[config.mk]
export PLATFORM = sky130hd
export DESIGN_NAME = conv_window_mac_flat
export DESIGN_NICKNAME = d
export VERILOG_FILES = /design/src/rtl/conv_pkg.sv /design/src/rtl/conv_window_mac_if.sv /design/src/rtl/conv_mac_tree.sv /design/src/rtl/conv_window_mac.sv /design/src/flat_wrapper.sv
export SDC_FILE = /design/constraint.sdc
export NUM_CORES = 2
export LEC_CHECK = 0
export ABC_AREA = 0
export CORE_MARGIN = 1.5
export CORE_UTILIZATION = 45
export CTS_BUF_LIST = sky130_fd_sc_hd__clkbuf_4 sky130_fd_sc_hd__clkbuf_8
export DETAILED_ROUTE_END_ITERATION = 16
export PLACE_DENSITY_LB_ADDON = 0.1
export SYNTH_ARGS = -nofsm -noshare
export SYNTH_HDL_FRONTEND = slang
export SYNTH_SLANG_ARGS = --single-unit
[constraint.sdc]
create_clock -name i_clk -period 6.3 [get_ports i_clk]
set_clock_uncertainty 0.15 [all_clocks]
set_input_delay 1.26 -clock i_clk [delete_from_list [all_inputs] [get_ports i_clk]]
set_output_delay 1.26 -clock i_clk [all_outputs]
set_load 0.05 [all_outputs]
[src/rtl/conv_pkg.sv]
// conv_pkg: shared types and sizing helpers for the conv_window_mac engine.
package conv_pkg;

  // Load-state machine: empty -> loading kernel -> filling window -> streaming results
  typedef enum logic [1:0] {
    S_EMPTY = 2'd0,
    S_KLOAD = 2'd1,
    S_FILL  = 2'd2,
    S_RUN   = 2'd3
  } state_t;

  localparam int DEF_BIT_LEN = 8;
  localparam int DEF_M_LEN   = 3;

  // Result width that cannot overflow: full product width plus growth for K*K terms
  function automatic int conv_len(input int bit_len, input int m_len);
    return 2 * bit_len + $clog2(m_len * m_len);
  endfunction

endpackage

[src/rtl/conv_window_mac_if.sv]
// conv_window_mac_if: row input stream, result output stream and kernel-loaded flag.
// master = row source / result sink, slave = the convolution engine.
interface conv_window_mac_if
  import conv_pkg::*;
#(
  parameter int BIT_LEN  = DEF_BIT_LEN,
  parameter int M_LEN    = DEF_M_LEN,
  parameter int CONV_LEN = conv_len(BIT_LEN, M_LEN)
);
  logic                       i_valid;
  logic                       i_selecK_I;
  logic [BIT_LEN*M_LEN-1:0]   i_data;
  logic                       o_ready;
  logic                       o_valid;
  logic                       i_ready;
  logic [CONV_LEN-1:0]        o_data;
  logic                       o_kernel_loaded;

  modport master (
    output i_valid, i_selecK_I, i_data, i_ready,
    input  o_ready, o_valid, o_data, o_kernel_loaded
  );

  modport slave (
    input  i_valid, i_selecK_I, i_data, i_ready,
    output o_ready, o_valid, o_data, o_kernel_loaded
  );
endinterface

[src/rtl/conv_mac_tree.sv]
// conv_mac_tree: registered K*K signed products, then registered sign-extended sum.
// The whole pipeline freezes when en is low; flush kills in-flight valids.
// Optional build macro CONV_RELU_EN clamps the registered sum at zero.
module conv_mac_tree
  import conv_pkg::*;
#(
  parameter int BIT_LEN  = DEF_BIT_LEN,
  parameter int M_LEN    = DEF_M_LEN,
  parameter int CONV_LEN = conv_len(BIT_LEN, M_LEN)
) (
  input  logic                              clk,
  input  logic                              rst_n,
  input  logic                              en,
  input  logic                              flush,
  input  logic                              in_valid,
  input  logic [M_LEN*M_LEN*BIT_LEN-1:0]    kern,
  input  logic [M_LEN*M_LEN*BIT_LEN-1:0]    win,
  output logic                              out_valid,
  output logic [CONV_LEN-1:0]               out_data
);
  localparam int N  = M_LEN * M_LEN;
  localparam int PW = 2 * BIT_LEN;

  logic signed [PW-1:0]       prod_d [N];
  logic signed [PW-1:0]       prod_q [N];
  logic                       v1_q;
  logic signed [CONV_LEN-1:0] sum_d;
  logic signed [CONV_LEN-1:0] res_d;

  // Element-wise signed products of kernel and window, operands sign-extended to full width
  always_comb begin
    for (int e = 0; e < N; e++) begin
      prod_d[e] = $signed({{BIT_LEN{kern[e*BIT_LEN+BIT_LEN-1]}}, kern[e*BIT_LEN +: BIT_LEN]})
                * $signed({{BIT_LEN{win[e*BIT_LEN+BIT_LEN-1]}}, win[e*BIT_LEN +: BIT_LEN]});
    end
  end

  // Adder tree over the registered products, optionally clamped at zero
  always_comb begin
    sum_d = '0;
    for (int e = 0; e < N; e++) begin
      sum_d = sum_d + {{(CONV_LEN-PW){prod_q[e][PW-1]}}, prod_q[e]};
    end
`ifdef CONV_RELU_EN
    res_d = sum_d[CONV_LEN-1] ? '0 : sum_d;
`else
    res_d = sum_d;
`endif
  end

  // Stage 1: capture products when a window position is launched
  always_ff @(posedge clk or negedge rst_n) begin
    if (!rst_n) begin
      v1_q <= 1'b0;
      for (int e = 0; e < N; e++) prod_q[e] <= '0;
    end else if (en) begin
      v1_q <= in_valid && !flush;
      if (in_valid) begin
        for (int e = 0; e < N; e++) prod_q[e] <= prod_d[e];
      end
    end
  end

  // Stage 2: capture the sum; data holds its last value when no new result arrives
  always_ff @(posedge clk or negedge rst_n) begin
    if (!rst_n) begin
      out_valid <= 1'b0;
      out_data  <= '0;
    end else if (en) begin
      out_valid <= v1_q && !flush;
      if (v1_q) out_data <= res_d;
    end
  end

endmodule

[src/rtl/conv_window_mac.sv]
// conv_window_mac: K x K signed convolution engine with kernel store, vertical sliding
// window and load FSM; arithmetic lives in conv_mac_tree.
// Optional build macro CONV_RELU_EN (consumed by conv_mac_tree) clamps results at zero.
module conv_window_mac
  import conv_pkg::*;
#(
  parameter int BIT_LEN  = DEF_BIT_LEN,
  parameter int M_LEN    = DEF_M_LEN,
  parameter int CONV_LEN = conv_len(BIT_LEN, M_LEN)
) (
  input  logic             i_clk,
  input  logic             i_reset_n,
  conv_window_mac_if.slave bus
);
  localparam int ROW_W = BIT_LEN * M_LEN;
  localparam int CNT_W = $clog2(M_LEN + 1);
  localparam logic [CNT_W-1:0] CNT_ONE  = CNT_W'(1);
  localparam logic [CNT_W-1:0] CNT_LAST = CNT_W'(M_LEN - 1);
  localparam logic [CNT_W-1:0] CNT_FULL = CNT_W'(M_LEN);

  state_t                 state_q, state_d;
  logic [CNT_W-1:0]       krow_q, krow_d, irow_q, irow_d;
  logic                   launch_q, launch_d;
  logic                   shift_k, shift_w, flush;
  logic                   stall, accept, kern_acc, img_acc;
  logic [ROW_W-1:0]       kern_q [M_LEN];
  logic [ROW_W-1:0]       win_q  [M_LEN];
  logic [M_LEN*ROW_W-1:0] kern_flat, win_flat;
  logic                   mac_valid;
  logic [CONV_LEN-1:0]    mac_data;

  assign stall    = mac_valid && !bus.i_ready;
  assign accept   = bus.i_valid && !stall;
  assign kern_acc = accept && !bus.i_selecK_I;
  assign img_acc  = accept && bus.i_selecK_I;

  assign bus.o_ready         = !stall;
  assign bus.o_valid         = mac_valid;
  assign bus.o_data          = mac_data;
  assign bus.o_kernel_loaded = (state_q == S_FILL) || (state_q == S_RUN);

  // Next-state logic: kernel loading, window filling, result launch and kernel restart
  always_comb begin
    state_d  = state_q;
    krow_d   = krow_q;
    irow_d   = irow_q;
    launch_d = 1'b0;
    shift_k  = 1'b0;
    shift_w  = 1'b0;
    flush    = 1'b0;
    case (state_q)
      S_EMPTY: begin
        if (kern_acc) begin
          shift_k = 1'b1;
          krow_d  = CNT_ONE;
          state_d = S_KLOAD;
        end
      end
      S_KLOAD: begin
        if (kern_acc) begin
          shift_k = 1'b1;
          if (krow_q == CNT_LAST) begin
            krow_d  = CNT_FULL;
            irow_d  = '0;
            state_d = S_FILL;
          end else begin
            krow_d = krow_q + CNT_ONE;
          end
        end
      end
      S_FILL, S_RUN: begin
        if (kern_acc) begin
          shift_k = 1'b1;
          flush   = 1'b1;
          krow_d  = CNT_ONE;
          irow_d  = '0;
          state_d = S_KLOAD;
        end else if (img_acc) begin
          shift_w = 1'b1;
          if (irow_q != CNT_FULL) irow_d = irow_q + CNT_ONE;
          if ((state_q == S_RUN) || (irow_q == CNT_LAST)) begin
            launch_d = 1'b1;
            state_d  = S_RUN;
          end
        end
      end
      default: state_d = S_EMPTY;
    endcase
  end

  // Control registers; everything freezes while the output is stalled
  always_ff @(posedge i_clk or negedge i_reset_n) begin
    if (!i_reset_n) begin
      state_q  <= S_EMPTY;
      krow_q   <= '0;
      irow_q   <= '0;
      launch_q <= 1'b0;
    end else if (!stall) begin
      state_q  <= state_d;
      krow_q   <= krow_d;
      irow_q   <= irow_d;
      launch_q <= launch_d;
    end
  end

  // Kernel and window row stores: new rows enter at the bottom, older rows move up
  always_ff @(posedge i_clk or negedge i_reset_n) begin
    if (!i_reset_n) begin
      for (int r = 0; r < M_LEN; r++) begin
        kern_q[r] <= '0;
        win_q[r]  <= '0;
      end
    end else begin
      if (shift_k) begin
        for (int r = 0; r < M_LEN - 1; r++) kern_q[r] <= kern_q[r+1];
        kern_q[M_LEN-1] <= bus.i_data;
      end
      if (shift_w) begin
        for (int r = 0; r < M_LEN - 1; r++) win_q[r] <= win_q[r+1];
        win_q[M_LEN-1] <= bus.i_data;
      end
    end
  end

  // Flatten row stores so kernel element (r,c) lines up with window element (r,c)
  always_comb begin
    kern_flat = '0;
    win_flat  = '0;
    for (int r = 0; r < M_LEN; r++) begin
      kern_flat[r*ROW_W +: ROW_W] = kern_q[r];
      win_flat[r*ROW_W +: ROW_W]  = win_q[r];
    end
  end

  conv_mac_tree #(
    .BIT_LEN  (BIT_LEN),
    .M_LEN    (M_LEN),
    .CONV_LEN (CONV_LEN)
  ) u_mac (
    .clk       (i_clk),
    .rst_n     (i_reset_n),
    .en        (!stall),
    .flush     (flush),
    .in_valid  (launch_q),
    .kern      (kern_flat),
    .win       (win_flat),
    .out_valid (mac_valid),
    .out_data  (mac_data)
  );

endmodule

[src/flat_wrapper.sv]
// flat-port wrapper written by rule: the top's interface ports become plain ports
module conv_window_mac_flat import conv_pkg::*;
#(
  parameter int BIT_LEN  = DEF_BIT_LEN,
  parameter int M_LEN    = DEF_M_LEN,
  parameter int CONV_LEN = conv_len(BIT_LEN, M_LEN)
)
  (i_clk, i_reset_n, bus_i_valid, bus_i_selecK_I, bus_i_data, bus_i_ready, bus_o_ready, bus_o_valid, bus_o_data, bus_o_kernel_loaded);
  conv_window_mac_if #(.BIT_LEN(BIT_LEN), .M_LEN(M_LEN), .CONV_LEN(CONV_LEN)) bus_i ();
  input  logic i_clk;
  input  logic i_reset_n;
  input wire logic [$bits(bus_i.i_valid)-1:0] bus_i_valid;
  input wire logic [$bits(bus_i.i_selecK_I)-1:0] bus_i_selecK_I;
  input wire logic [$bits(bus_i.i_data)-1:0] bus_i_data;
  input wire logic [$bits(bus_i.i_ready)-1:0] bus_i_ready;
  output wire logic [$bits(bus_i.o_ready)-1:0] bus_o_ready;
  output wire logic [$bits(bus_i.o_valid)-1:0] bus_o_valid;
  output wire logic [$bits(bus_i.o_data)-1:0] bus_o_data;
  output wire logic [$bits(bus_i.o_kernel_loaded)-1:0] bus_o_kernel_loaded;
  assign bus_i.i_valid = bus_i_valid;
  assign bus_i.i_selecK_I = bus_i_selecK_I;
  assign bus_i.i_data = bus_i_data;
  assign bus_i.i_ready = bus_i_ready;
  assign bus_o_ready = bus_i.o_ready;
  assign bus_o_valid = bus_i.o_valid;
  assign bus_o_data = bus_i.o_data;
  assign bus_o_kernel_loaded = bus_i.o_kernel_loaded;
  conv_window_mac #(.BIT_LEN(BIT_LEN), .M_LEN(M_LEN), .CONV_LEN(CONV_LEN)) u_core (.i_clk(i_clk), .i_reset_n(i_reset_n), .bus(bus_i));
endmodule
* After elaboration in Yosys (flattened, before gate mapping)
Cells that the tools add are included.
** Operators by class
- Add/sub/neg operators :: 10
- Multiply operators :: 9
- Bitwise logic cells :: 1
- Reduce and logical (&&, ||, !) cells :: 22
- Muxes and demuxes :: 26
- Equality and inequality tests :: 13
** Operators with widths (count)
- $mul 8x8->16 :: 9
- $add 20x20->20 :: 4
- $mux 2 :: 13
- $add 19x16->20 :: 1
- $add 18x16->19 :: 1
- $add 17x16->18 :: 1
- $add 16x16->17 :: 1
- $reduce_and 6->1 :: 2
- $mux 1 :: 10
- $ne 3x1->1 const B :: 3
- $eq 2x2->1 const B :: 4
- $ne 2x1->1 const B :: 4
- $pmux 2 s2 :: 2
- $logic_and 1x1->1 :: 6
- $pmux 2 s3 :: 1
- $add 2x1->2 const B :: 2
- $logic_not 1->1 :: 4
- $reduce_and 2->1 :: 2
- $reduce_or 4->1 :: 1
- $reduce_and 3->1 :: 1
- $reduce_or 3->1 :: 1
- $eq 2x1->1 const B :: 1
- $logic_not 2->1 :: 1
- $logic_or 1x1->1 :: 2
- 4 further kinds :: 4
** Word-level totals
- Logic and storage cells :: 103
- Bits of input ports :: 29
- Output and inout port bits :: 23
- Bits in registers :: 317

* Longest topological paths before layout
- Word-level depth :: 9
- Gate-level depth with buffers :: 18

* Hierarchy
From an unflattened synthesis, not the netlist that was laid out.
** Second synthesis, totals
- Cell total of the unflattened synthesis :: 3757
- Area, all modules :: 38245.4 um2
** By module, submodules not included
- conv_mac_tree :: instances 1, area an instance 32120.8 um2, cells each 3410
- conv_window_mac :: instances 1, area an instance 6124.6 um2, cells each 347

* Least setup slack after synthesis
OpenSTA, ideal clock, no wires.
- Path type :: reg-to-reg
- Start :: register u_core.u_mac.prod_q[98] in the netlist's numbering
- End :: register u_core.u_mac.out_data[18]
- Data arrival time :: 4.362 ns
- Path slack :: 1.653 ns
- Data required time :: 6.015 ns
- Cell stages (with the launch flop) :: 16
- Path buffers :: 0
- Cells stage by stage :: dfrtp_1 > fa_1 > fa_1 > fa_1 > inv_1 > fa_1 > inv_1 > ha_1 > fa_1 > a21oi_1 > o221ai_1 > or2_2 > a211oi_1 > a21oi_1 > xnor2_1 > o21ai_0
** On the way
- Longest elaborated chain between the ends :: 7
** Ends and longest elaborated chain
- from (decl) :: RTL line conv_mac_tree.sv:25 : logic signed [PW-1:0] prod_q [N];
- $add 17x16->18 :: RTL line conv_mac_tree.sv:42 : sum_d = sum_d + {{(CONV_LEN-PW){prod_q[e][PW-1]}}, prod_q[e]};
- $add 18x16->19 :: RTL line conv_mac_tree.sv:42
- $add 19x16->20 :: RTL line conv_mac_tree.sv:42
- $add 20x20->20 (4 in series) :: RTL line conv_mac_tree.sv:42
- to (signal assigned) :: RTL line conv_mac_tree.sv:71 : if (v1_q) out_data <= res_d;
- to (decl) :: RTL line conv_mac_tree.sv:19 : output logic [CONV_LEN-1:0] out_data
No other way between the ends.
A chain may end at the register's enable or synchronous reset.

* Final worst setup path
Ends and elaborated chain as after synthesis.

==> impl_metrics.tcl <==
set metrics [dict create \
    drc_errors 0 \
    drive_above_1_share_pct 5.740 \
    drt_iter0_markers 1308 \
    min_from "u_core.krow_q[0]$_DFFE_PN0P_" \
    critPathMaxStageDelay_ns 0.56 \
    hpwl_mm 70.63 \
    crit_slowest_cell "fa_1" \
    synth_cells 3994 \
    firstDrtPassIters 6 \
    power.total_uw 15380 \
    grt_pass1_vias 26540 \
    utilization_pct 49.38 \
    grt_start_max_net_pins 116 \
    cpMostUsedCell "fa_1" \
    crit_path_cell_trace "fa_1 -> fa_1 -> fa_1 -> inv_1 -> fa_1 -> inv_1 -> ha_1 -> fa_1 -> a21oi_1 -> o221ai_1 -> or2_2 -> a211oi_1 -> a21oi_1 -> xnor2_1 -> o21ai_0" \
    setup-tns-final_ns 0 \
    status "finished clean" \
    die_w_um 292.2 \
    start_kind "flop" \
    grtUsageTotal_pct 21.94 \
    synth.area.top_cells "fa_1 (32%), dfrtp_1 (21%), ha_1 (9.4%), inv_1 (8.4%), and2_1 (6.1%)" \
    die_y_um 292.2 \
    worstPathMaxFanout 3 \
    min_path_type "flop to flop" \
    postCtsHoldBufs 0 \
    cp-end-kind "flop" \
    synth_common_cells "inv_1 (839), fa_1 (610), nand2_1 (589)" \
    yosysTopAreaCellShare_pct 32.44 \
    post_cts_resized 0 \
    top_level_ports 52 \
    clk_pin_slew_worst_paths_ns 0.06 \
    grt-ovfl-total 0 \
    synthesis.nets 4917 \
    final_max_slew_viol_count 0 \
    ctsRootBufferMaster "clkbuf_8" \
    ant_nets 0 \
    yosysTopAreaCell "fa_1" \
    holdWs_ns 0.3151 \
    crit_type "flop to flop" \
    hold_viol 0 \
    antenna_found_initial 1 \
    vdd_drop_max_uv 559.2 \
    synth_edf_count 0 \
    setup_viol_count_final 0 \
    synth.distinct_cells 56 \
    die_area_sq_um 85390 \
    finalNetCount 4914 \
    htreeDepth 3 \
    worstMarginPinSlew_ns 0.9430 \
    yosysMostFrequentCell "inv_1" \
    avgSynthCellArea_sq_um 9.424 \
    yosys_warnings 0 \
    cts_buffer_depth 3 \
    min_period_over_period_pct 80.66 \
    wl_per_cell_um 17.45 \
    power_density_nw_per_um2 378.0 \
    cts_tree "built" \
    rsz0062_at_grt "no" \
    area_growth_pct 8.078 \
    vias_per_cell 5.012 \
    yosys_register_bits 317 \
    totalWireLength_mm 89.23 \
    crit_start "u_core.u_mac.prod_q[98]$_DFFE_PN0P_" \
    start_util_pct 45.69 \
    post-route-min-period_ns 5.081 \
    numCtsBuffers 68 \
    crit_arrival_ns 5.44 \
    clock.fmax_mhz 196.8 \
    io_buffer_count 51 \
    clk_latency_ns 0.66 \
    core_sq_um 82370 \
    row_count 105 \
    ys_seq_area_share_pct 21.08 \
    cts.sinks 317 \
    vias 25630 \
    post_cts_buffers 0 \
    place_congestion 0.8607 \
    critPathRequiredTime_ns 6.66 \
    max-cap-violations 0 \
    cp_num_buf_inv 2 \
    syn-cell-area_sq_um 37640 \
    instances_no_fill 5113 \
    dp.cells 4991 \
    slew_headroom_pct 37.13 \
    worst_r2r_startpoint "u_core.u_mac.prod_q[98]$_DFFE_PN0P_" \
    crit_family "adder cells" \
    p_leak_uw 0.02122 \
    async_flop_share_pct 100.0 \
    synth-main-ff-cell "dfrtp_1" \
    grt_pass1_wl_mm 146.1 \
]
power by group:
part           switching, uW  leakage (uW)  internal, uW  total (uW)
combinational           5570        0.0162          4160        9730
sequential               725       0.00419          2340        3070
clock                   1060      0.000790          1510        2570
total                   7350        0.0212          8020       15400
kinds of logic after synthesis:
logic type,Yosys count,synth area share [%]
and+or+nand+nor,1193,15.17
buffers and inverters,977,9.747
adders and majority gates,894,41.89
AOI/OAI and AO/OA,407,6.851
DFF,317,21.08
xor gates and xnor gates,132,3.072
muxes,74,2.204
worst paths after layout:
| kind | to | cells past startpoint | slack, ns |
|---|---|---|---|
| max | u_core.u_mac.out_data[18]$_DFFE_PN0P_ | 15 | 1.22 |
| min | u_core.krow_q[0]$_DFFE_PN0P_ | 1 | 0.32 |
| max reg2reg | u_core.u_mac.out_data[18]$_DFFE_PN0P_ | 15 | 1.22 |
| min reg2reg | u_core.krow_q[0]$_DFFE_PN0P_ | 1 | 0.32 |
| max in group asynchronous | u_core.u_mac.out_valid$_DFFE_PN0N_ | 2 | 4.47 |
| min in group asynchronous | u_core.u_mac.prod_q[126]$_DFFE_PN0P_ | 1 | 0.40 |
metrics by stage:
step	setup slack (ns)	instance area, sq um
3_3_place_gp	1.372	39150
5_1_grt	0.9557	40680
3_5_place_dp	1.289	39150
4_1_cts	1.276	40680
6_report	1.219	40680
2_1_floorplan	1.653	37640
per-layer routing:
metal  track usage, %  part of all wire (%)  vias up
met5                0                     0        -
met2            35.00                    47      358
met1            31.72                    48    13060
met4            4.688                   1.8        0
li1                 -                     -    12130
met3            3.293                   3.9       84
worst register-to-register path, delay by kind of cell (launching register included):
family	cells	cell delay, ns
adder cells (fa/ha/maj)	6	2.70
AO/OA/AOI/OAI	5	1.13
flip-flops	1	0.39
AND/OR/NAND/NOR	1	0.33
XOR/XNOR	1	0.14
buffers and inverters	2	0.09
layout by cell type (no fill, tap or decap), types with 4 or more instances in the layout:
cell	n
o21a_1	47
and2_1	368
nand2_1	588
nor2b_1	11
nand3_1	17
clkinvlp_4	6
a21oi_1	72
buf_4	9
nor2_1	90
o211a_1	7
o22ai_1	5
a31oi_1	4
ha_1	284
fa_1	610
clkbuf_4	17
nor3_1	42
a211o_1	9
o31ai_1	24
buf_12	4
nand2b_1	33
a31o_2	4
o2111ai_1	7
a21o_1	29
xor2_1	26
xnor2_1	106
or3_1	15
o21ai_1	4
clkinv_2	7
o21bai_1	9
or2_2	10
bufinv_16	5
a211oi_1	27
o21ai_0	139
clkbuf_8	84
inv_1	839
mux2_2	71
dfrtp_1	317
clkdlybuf4s50_1	50
registers in the layout, summed over array words and instances, names as in the netlist:
name and count:
u_core.irow_q 2, u_core.kern_flat 72, u_core.krow_q 2, u_core.launch_q 1, u_core.state_q 2, u_core.u_mac.out_data 20
u_core.u_mac.out_valid 1, u_core.u_mac.prod_q 144, u_core.u_mac.v1_q 1, u_core.win_flat 72
final cells by class:
type / instances / area (sq um)
Fill cell: 7856 / 41690
Multi-Input combinational cell: 2700 / 26060
Sequential cell: 317 / 7933
Inverter: 840 / 3153
Tap cell: 1070 / 1339
Clock buffer: 101 / 1284
Timing Repair Buffer: 64 / 663.1
Clock inverter: 20 / 247.7
Antenna cell: 1 / 2.502
No activity file was read; power rests on OpenSTA's default activity.
